### config.mk
export PLATFORM = sky130hd
export DESIGN_NAME = umstr_chan_packer
export DESIGN_NICKNAME = d
export VERILOG_FILES = /design/src/rtl/umstr_chan_packer.sv
export SDC_FILE = /design/constraint.sdc
export NUM_CORES = 2
export LEC_CHECK = 0
export CAP_MARGIN = 0
export CORE_MARGIN = 8
export CORE_UTILIZATION = 35
export DETAILED_ROUTE_END_ITERATION = 16
export SETUP_SLACK_MARGIN = 0.4
export SLEW_MARGIN = 25
export SYNTH_ARGS = -nofsm -noshare
export SYNTH_HDL_FRONTEND = slang
export SYNTH_SLANG_ARGS = --single-unit
### constraint.sdc
create_clock -name clk -period 3.7 [get_ports clk]
set_input_delay 0.555 -clock clk [delete_from_list [all_inputs] [get_ports clk]]
set_output_delay 0.555 -clock clk [all_outputs]
set_load 0.02 [all_outputs]
### src/rtl/umstr_chan_packer.sv
// umstr_chan_packer: tags a user stream with per-channel destination and
// global source addressing. The header is looked up on the SOP beat and held
// until that packet's tlast. Packets on disabled channels are consumed and
// counted as drops. Two-stage pipeline, one beat per clock.
module umstr_chan_packer #(
  parameter int ID_WIDTH   = 4,
  parameter int DATA_WIDTH = 32,
  parameter int KEEP_WIDTH = DATA_WIDTH / 8
) (
  input  logic                  clk,
  input  logic                  reset,
  input  logic [47:0]           cntrl_mac_src_i,
  input  logic [31:0]           cntrl_ip_src_i,
  input  logic [15:0]           cntrl_port_src_i,
  input  logic [ID_WIDTH-1:0]   cntrl_addr_cell_dest_i,
  input  logic [47:0]           cntrl_mac_dest_i,
  input  logic [31:0]           cntrl_ip_dest_i,
  input  logic [15:0]           cntrl_port_dest_i,
  input  logic                  cntrl_chan_en_i,
  input  logic [3:0]            cntrl_cell_dest_wr_i,
  output logic [47:0]           cntrl_mac_dest_rdata_o,
  output logic [31:0]           cntrl_ip_dest_rdata_o,
  output logic [15:0]           cntrl_port_dest_rdata_o,
  output logic                  cntrl_chan_en_rdata_o,
  input  logic                  stat_clr_i,
  output logic [31:0]           stat_tx_pkt_o,
  output logic [31:0]           stat_drop_pkt_o,
  input  logic [ID_WIDTH-1:0]   user_in_tid_i,
  input  logic [DATA_WIDTH-1:0] user_in_tdata_i,
  input  logic [KEEP_WIDTH-1:0] user_in_tkeep_i,
  input  logic                  user_in_tvld_i,
  input  logic                  user_in_tlast_i,
  output logic                  user_in_trdy_o,
  output logic [47:0]           hdr_mac_dest_o,
  output logic [47:0]           hdr_mac_src_o,
  output logic [31:0]           hdr_ip_dest_o,
  output logic [31:0]           hdr_ip_src_o,
  output logic [15:0]           hdr_port_dest_o,
  output logic [15:0]           hdr_port_src_o,
  output logic [ID_WIDTH-1:0]   hdr_tid_o,
  output logic [DATA_WIDTH-1:0] user_out_tdata_o,
  output logic [KEEP_WIDTH-1:0] user_out_tkeep_o,
  output logic                  user_out_tvld_o,
  output logic                  user_out_tlast_o,
  input  logic                  user_out_rdy_i
);

  localparam int NCH = 2 ** ID_WIDTH;

  // destination tables (not reset; software fills them before enabling)
  logic [47:0] mac_ram  [NCH];
  logic [31:0] ip_ram   [NCH];
  logic [15:0] port_ram [NCH];
  logic [NCH-1:0] en_reg;
  logic [NCH-1:0] en_wr_sel;

  // pipeline-side table read results, aligned with stage 1
  logic [47:0] mac_q_reg;
  logic [31:0] ip_q_reg;
  logic [15:0] port_q_reg;
  logic        en_q_reg;

  // control readback registers
  logic [47:0] mac_rd_reg;
  logic [31:0] ip_rd_reg;
  logic [15:0] port_rd_reg;
  logic        en_rd_reg;

  // stage 1
  logic                  s1_vld_reg;
  logic                  s1_sop_reg;
  logic                  s1_last_reg;
  logic [ID_WIDTH-1:0]   s1_tid_reg;
  logic [DATA_WIDTH-1:0] s1_data_reg;
  logic [KEEP_WIDTH-1:0] s1_keep_reg;

  // input-side SOP tracking and packet drop state
  logic sop_reg;
  logic drop_reg;

  // stage 2 (output)
  logic                  out_vld_reg;
  logic                  out_last_reg;
  logic [DATA_WIDTH-1:0] out_data_reg;
  logic [KEEP_WIDTH-1:0] out_keep_reg;
  logic [47:0]           hdr_mac_dest_reg, hdr_mac_src_reg;
  logic [31:0]           hdr_ip_dest_reg, hdr_ip_src_reg;
  logic [15:0]           hdr_port_dest_reg, hdr_port_src_reg;
  logic [ID_WIDTH-1:0]   hdr_tid_reg;

  logic [31:0] tx_cnt_reg;
  logic [31:0] drop_cnt_reg;

  logic                rdy;
  logic                accept;
  logic                xfer;
  logic                drop_now;
  logic [ID_WIDTH-1:0] rd_addr;

  assign rdy    = !out_vld_reg || user_out_rdy_i;
  assign accept = user_in_tvld_i && rdy;
  assign xfer   = rdy && s1_vld_reg;
  // a stalled stage 1 keeps re-reading its own channel so the lookup stays aligned
  assign rd_addr  = (s1_vld_reg && !rdy) ? s1_tid_reg : user_in_tid_i;
  // SOP beats decide the drop from the freshly read enable; later beats inherit it
  assign drop_now = s1_sop_reg ? !en_q_reg : drop_reg;

  // per-channel enable write decode
  genvar gi;
  generate
    for (gi = 0; gi < NCH; gi++) begin : g_en_sel
      assign en_wr_sel[gi] = cntrl_cell_dest_wr_i[3] && (cntrl_addr_cell_dest_i == ID_WIDTH'(gi));
    end
  endgenerate

  // table RAM writes
  always_ff @(posedge clk) begin
    if (cntrl_cell_dest_wr_i[0]) mac_ram[cntrl_addr_cell_dest_i]  <= cntrl_mac_dest_i;
    if (cntrl_cell_dest_wr_i[1]) ip_ram[cntrl_addr_cell_dest_i]   <= cntrl_ip_dest_i;
    if (cntrl_cell_dest_wr_i[2]) port_ram[cntrl_addr_cell_dest_i] <= cntrl_port_dest_i;
  end

  // registered read-first RAM reads for the pipeline and for control readback
  always_ff @(posedge clk) begin
    mac_q_reg   <= mac_ram[rd_addr];
    ip_q_reg    <= ip_ram[rd_addr];
    port_q_reg  <= port_ram[rd_addr];
    mac_rd_reg  <= mac_ram[cntrl_addr_cell_dest_i];
    ip_rd_reg   <= ip_ram[cntrl_addr_cell_dest_i];
    port_rd_reg <= port_ram[cntrl_addr_cell_dest_i];
  end

  // enable flop vector and its two registered read ports
  always_ff @(posedge clk) begin
    if (reset) begin
      en_reg    <= '0;
      en_q_reg  <= 1'b0;
      en_rd_reg <= 1'b0;
    end else begin
      en_reg    <= (en_reg & ~en_wr_sel) | (en_wr_sel & {NCH{cntrl_chan_en_i}});
      en_q_reg  <= en_reg[rd_addr];
      en_rd_reg <= en_reg[cntrl_addr_cell_dest_i];
    end
  end

  // SOP tracking on accepted input beats
  always_ff @(posedge clk) begin
    if (reset) begin
      sop_reg <= 1'b1;
    end else if (accept) begin
      sop_reg <= user_in_tlast_i;
    end
  end

  // stage 1 register
  always_ff @(posedge clk) begin
    if (reset) begin
      s1_vld_reg  <= 1'b0;
      s1_sop_reg  <= 1'b0;
      s1_last_reg <= 1'b0;
      s1_tid_reg  <= '0;
      s1_data_reg <= '0;
      s1_keep_reg <= '0;
    end else if (rdy) begin
      s1_vld_reg <= user_in_tvld_i;
      if (user_in_tvld_i) begin
        s1_sop_reg  <= sop_reg;
        s1_last_reg <= user_in_tlast_i;
        s1_tid_reg  <= user_in_tid_i;
        s1_data_reg <= user_in_tdata_i;
        s1_keep_reg <= user_in_tkeep_i;
      end
    end
  end

  // stage 2: output beat, drop flag and header latch
  always_ff @(posedge clk) begin
    if (reset) begin
      out_vld_reg       <= 1'b0;
      out_last_reg      <= 1'b0;
      out_data_reg      <= '0;
      out_keep_reg      <= '0;
      drop_reg          <= 1'b0;
      hdr_mac_dest_reg  <= '0;
      hdr_mac_src_reg   <= '0;
      hdr_ip_dest_reg   <= '0;
      hdr_ip_src_reg    <= '0;
      hdr_port_dest_reg <= '0;
      hdr_port_src_reg  <= '0;
      hdr_tid_reg       <= '0;
    end else if (rdy) begin
      out_vld_reg <= xfer && !drop_now;
      if (xfer) begin
        drop_reg <= drop_now && !s1_last_reg;
        if (!drop_now) begin
          out_last_reg <= s1_last_reg;
          out_data_reg <= s1_data_reg;
          out_keep_reg <= s1_keep_reg;
        end
        if (s1_sop_reg) begin
          hdr_mac_dest_reg  <= mac_q_reg;
          hdr_ip_dest_reg   <= ip_q_reg;
          hdr_port_dest_reg <= port_q_reg;
          hdr_mac_src_reg   <= cntrl_mac_src_i;
          hdr_ip_src_reg    <= cntrl_ip_src_i;
          hdr_port_src_reg  <= cntrl_port_src_i;
          hdr_tid_reg       <= s1_tid_reg;
        end
      end
    end
  end

  // packet statistics; clear wins over a same-cycle increment
  always_ff @(posedge clk) begin
    if (reset || stat_clr_i) begin
      tx_cnt_reg   <= '0;
      drop_cnt_reg <= '0;
    end else begin
      if (out_vld_reg && user_out_rdy_i && out_last_reg) tx_cnt_reg <= tx_cnt_reg + 32'd1;
      if (xfer && s1_sop_reg && !en_q_reg) drop_cnt_reg <= drop_cnt_reg + 32'd1;
    end
  end

  assign user_in_trdy_o          = rdy;
  assign user_out_tvld_o         = out_vld_reg;
  assign user_out_tlast_o        = out_last_reg;
  assign user_out_tdata_o        = out_data_reg;
  assign user_out_tkeep_o        = out_keep_reg;
  assign hdr_mac_dest_o          = hdr_mac_dest_reg;
  assign hdr_mac_src_o           = hdr_mac_src_reg;
  assign hdr_ip_dest_o           = hdr_ip_dest_reg;
  assign hdr_ip_src_o            = hdr_ip_src_reg;
  assign hdr_port_dest_o         = hdr_port_dest_reg;
  assign hdr_port_src_o          = hdr_port_src_reg;
  assign hdr_tid_o               = hdr_tid_reg;
  assign cntrl_mac_dest_rdata_o  = mac_rd_reg;
  assign cntrl_ip_dest_rdata_o   = ip_rd_reg;
  assign cntrl_port_dest_rdata_o = port_rd_reg;
  assign cntrl_chan_en_rdata_o   = en_rd_reg;
  assign stat_tx_pkt_o           = tx_cnt_reg;
  assign stat_drop_pkt_o         = drop_cnt_reg;

endmodule

### Word-level counts from Yosys, hierarchy flattened

Memory sizes are Yosys's and may differ from the RTL's. A register that Yosys moved wholly into a read port is not among the register bits.
Cells that the tools add are included.

* mux-type cells: 12
* $lt $le $gt $ge: 2
* add/subtract/negate cells: 2
* eq/ne operators: 15
* bitwise logic cells: 5
* reduce and logical (&&, ||, !) cells: 37

Operators with widths (number)
* 32-bit by 1-bit adder with 32-bit output, second input constant: 2
* 16-bit bitwise AND: 2
* 4-bit == test, second input constant: 8
* 1-bit logical AND: 25
* 4-bit by 3-bit == test with 1-bit output, second input constant: 4
* 16-bit inverter: 1
* 16-bit bitwise OR: 1
* 4-bit by 5-bit < comparator with 1-bit output, second input constant: 2
* 1-bit two-way mux: 9
* 1-bit binary-select mux with 4-bit select: 2
* 4-bit by 2-bit == test with 1-bit output, second input constant: 2
* 3-bit AND reduction: 2
* 1-bit logical NOT: 5
* 4-bit by 1-bit == test with 1-bit output, second input constant: 1
* 4-bit logical NOT: 1
* 4-bit two-way mux: 1
* 2-bit AND reduction: 2
* 1-bit logical OR: 2
* 1-bit inverter: 1

* memories: 3
* output and inout bits: 396
* bits in writable memories: 1536
* flip-flop bits (word level): 361

Memories
* mac_ram: depth 16, width 48, rd ports 2, clocked after Yosys merged registers in 2, write ports 1, line 51 `logic [47:0] mac_ram [NCH];`
* ip_ram: depth 16, width 32, rd ports 2, clocked after Yosys merged registers in 2, write ports 1, line 52 `logic [31:0] ip_ram [NCH];`
* port_ram: depth 16, width 16, rd ports 2, clocked after Yosys merged registers in 2, write ports 1, line 53 `logic [15:0] port_ram [NCH];`

### Depth between registers and ports, before layout

* depth after elaboration: 7
* mapped depth: 10

### Worst setup path after synthesis

No wires, ideal clock.

* path type: input-to-reg
* start: in cntrl_addr_cell_dest_i[0]
* end: mem mac_ram[3][0], enable pin
* path buffers: 4
* arrival: 3.167 ns
* setup slack: 0.122 ns
* stages on the path: 7
* cell sequence: buf_2 > buf_2 > clkbuf_1 > buf_1 > nand2_1 > nor3_1 > and2_1

RTL lines
* start, declared: line 15 `input logic [ID_WIDTH-1:0] cntrl_addr_cell_dest_i,`
* end, declared: line 51

No word-level cell before the write port.

### Worst setup path after layout

* start: reg out_vld_reg (netlist: user_out_tvld_o)
* end: out user_in_trdy_o

* cells in the longest elaborated chain, start to end: 2

Ends and longest elaborated chain
* start, declared: line 82 `logic out_vld_reg;`
* start signal, assigned: line 192 `out_vld_reg <= xfer && !drop_now;`
* 1-bit logical NOT: line 100 `assign rdy = !out_vld_reg || user_out_rdy_i;`
* 1-bit logical OR: line 100
* end, declared: line 33 `output logic user_in_trdy_o,`

No other way between the ends.

==> impl_results.md <==
* Skew-Pair Late Insertion Delay at 0.87 ns
* Final setup vio count at 0
* HP Start: user_in_tdata_i[15]
* Layout Skew at 0.07817 ns
* Crit. Startpoint: user_out_tvld_o
* Max Slew Vio Count at 0
* Post-synthesis cell count at 5503
* P per Cell Area at 500.6 nW/um^2
* Worst EP required at 3.14 ns
* CTS root buf: clkbuf_16
* Largest Register: mac_ram
* Full die area at 264700 um^2
* Avg Vias per Cell at 5.519
* Via count at 53780
* Mean post-synth cell area at 15.80 um^2
* Non-Filler Instances at 9743
* CP Capture Type: primary output
* IO buf count at 642
* Met1 GRT Util at 25.41%
* Initial Util at 35.07%
* Drt first pass iters at 5
* Nets at 6451
* Layout area overhead at 22.72%
* Chip width at 514.5 um
* Critical Path Start Type: flop
* Regs by FF count: mac_ram x768, ip_ram x512, port_ram x256
* RSZ-0062 raised after global routing: no
* Post-Layout Inst Area at 106700 um^2
* Slew HR at 30.22%
* Cell taking the most area after synthesis: edfxtp_1
* Iter 0 DRT Violations at 4983
* Period utilization at 80.56%
* FMAX at 335.5 MHz
* CP arrival at 2.43 ns
* Sequential Power Share at 49.2%
* Routed Antenna Nets at 0
* Vias in the first global route at 54760
* Mapped cell area at 86970 um^2
* Syn_nets at 5752
* DRC viols at 0
* Comb pwr share at 8.2%
* GRT Max-Usage Layer: met2
* Total core area at 248000 um^2
* I/O pin total at 643
* Dpl hpwl at 168600 um
* Leak Pwr at 36.31 nW
* CTS tree: yes
* Max-cap violation count at 0
* CTS Buffer Depth at 3
* Fraction of layout instances using a drive strength above 1 at 17.51%
* Initial antenna violation count at 55
* Hold crit path type: input port to flop
* R2R setup slack at 0.81 ns
* # rows at 183
* First-pass GRT wire length at 394200 um
* Synth unique cells at 48
* Max VDD drop at 0.4058 mV
* Status: finished clean
* Max FFs per register at 768
* Crit Path Class: flop to primary output
* Die extent in y at 514.5 um
* Worst reg2reg startpoint: user_out_tvld_o
* Final hold viol count at 0
* Area share of the largest cell type after synthesis at 53.04%
* Grt met2 use at 34.47%
* Clock power frac at 42.6%
* CTS clk-pin slew, worst paths at 0.06 ns
* Synth warn at 0
* Placement Cell Area at 99100 um^2
* CTS buffer count at 217
* Inst Count DP at 9312
* Critical-path maximum fanout at 8
* GR Overflow Total at 0
* Final WL at 277200 um
* Hold Worst Slack at 0.2244 ns
* Sequential fraction of the synthesis area at 65.77%
* Switching share of power at 23.11%
* Placer's final routability congestion estimate at 0.8537
* Top FF cell, synth: edfxtp_1
* Global-route usage over all layers at 20.15%
* CTS Sinks at 2089
* #FFs+latches synth at 2089
* Min Tclk post-route at 2.981 ns
* Setup TNS at 0 ns
* Worst-margin pin slew at 1.047 ns
* Met3 Resource Use GR at 4.797%
* P_sw at 12.35 mW
* Post-synth EDFFs at 1536
* Internal power at 41.08 mW
* FFs w/ async S/R, synth at 0%
* # fillers at 22020
* CTS H-tree lvls at 4
* Synth top area cells: edfxtp_1 53%, dfxtp_1 13%, mux4_2 13%
* Avg WL per Cell at 28.45 um
* Pin count of the biggest net entering global routing at 135
## per-layer routing
metal | up-vias | wire, um | part of all wire, %
li1 | 23200 | - | -
met4 | 24 | 8558 | 3.1
met5 | - | 154 | 0.056
met2 | 2245 | 136200 | 49
met1 | 27820 | 109500 | 40
met3 | 484 | 22710 | 8.2
## layout by cell type, fill, tap and decap left out, types with 6 or more instances in the layout
cell	instances
a21oi_1	305
and2_1	18
and2_2	17
and2_4	16
and3_1	10
and4_1	11
buf_12	117
buf_4	117
bufinv_16	20
clkbuf_1	51
clkbuf_16	223
clkbuf_8	35
clkdlybuf4s50_1	637
clkinv_1	18
clkinv_16	9
clkinv_2	35
clkinv_4	9
clkinvlp_4	6
dfxtp_1	553
diode_2	16
edfxtp_1	1536
inv_1	17
mux2i_1	787
mux4_2	485
nand2_1	594
nand2b_1	6
nand3_1	24
nand3_4	9
nand4_1	21
nor2_1	74
nor3_1	24
o21ai_0	22
o22ai_1	384
or3_1	17
or4_1	97
xnor2_1	24
xor2_1	15
## cell usage after synthesis, drive strengths merged (4+ instances only)
cell type  number
a211oi          5
a21oi         305
and2           51
and3           11
and4           11
buf           185
clkbuf        212
dfxtp         553
edfxtp       1536
inv            17
mux2            4
mux2i         787
mux4          485
nand2         594
nand2b          6
nand3          33
nand4          21
nand4b          4
nor2           74
nor3           24
nor4            4
o21ai          22
o22ai         384
or3            17
or4            97
xnor2          24
xor2           15
## power by group through the flow
stage	Clock [mW]	Combinational, mW	Sequential (mW)
global placement	0	4.41	26.8
floorplan	0	2.20	26.8
detailed placement	0	4.44	26.8
finish	22.8	4.41	26.3
global route	24.1	4.66	26.3
CTS	23.2	4.45	26.3
## worst max-delay path, cell delays in order, from the launching register on
cell and delay, ns:
dfxtp_1 0.54, nand2b_1 0.19, buf_4 0.23, clkdlybuf4s50_1 0.60
## path summary, 6_finish.rpt
| kind | endpoint | depth (start not counted) |
|---|---|---|
| worst max-delay path | user_in_trdy_o | 3 |
| worst min-delay path | s1_data_reg[15] | 3 |
| worst max register to register | mac_q_reg[33] | 7 |
| worst min register to register | hdr_ip_dest_o[14] | 2 |
## through the flow
stage,utilization [%],setup WS [ns],power (mW)
floorplan,-,0.4657,28.99
global placement,39.96,0.1925,31.17
detailed placement,39.96,0.1901,31.20
CTS,43.02,0.6144,53.97
global route,43.03,0.5994,55.08
finish,43.04,0.7192,53.43
## cells by family after synthesis
group                      share of synthesized area [%]
DFF                                                65.77
adders and majority gates                        0.02877
and+or+nand+nor                                    5.102
AOI/OAI and AO/OA                                  4.804
buffers and inverters                              2.229
muxes                                              21.68
xor gates and xnor gates                          0.3928
## final cells by class
class,count,area (um^2),share of cell area (%)
Antenna cell,16,40.04,0.03752
Clock buffer,309,6254,5.860
Clock inverter,105,1319,1.236
Inverter,17,63.81,0.05979
Multi-Input combinational cell,3000,28010,26.24
Sequential cell,2089,57190,53.59
Tap cell,3330,4167,3.904
Timing Repair Buffer,877,9678,9.068
## what timing repair did
action,in CTS,in global routing
gates resized for setup,0,0
hold buffers,1,0
endpoints found under the hold margin,26,0
setup buffers,0,0
Power figures use the tool's default switching activity.
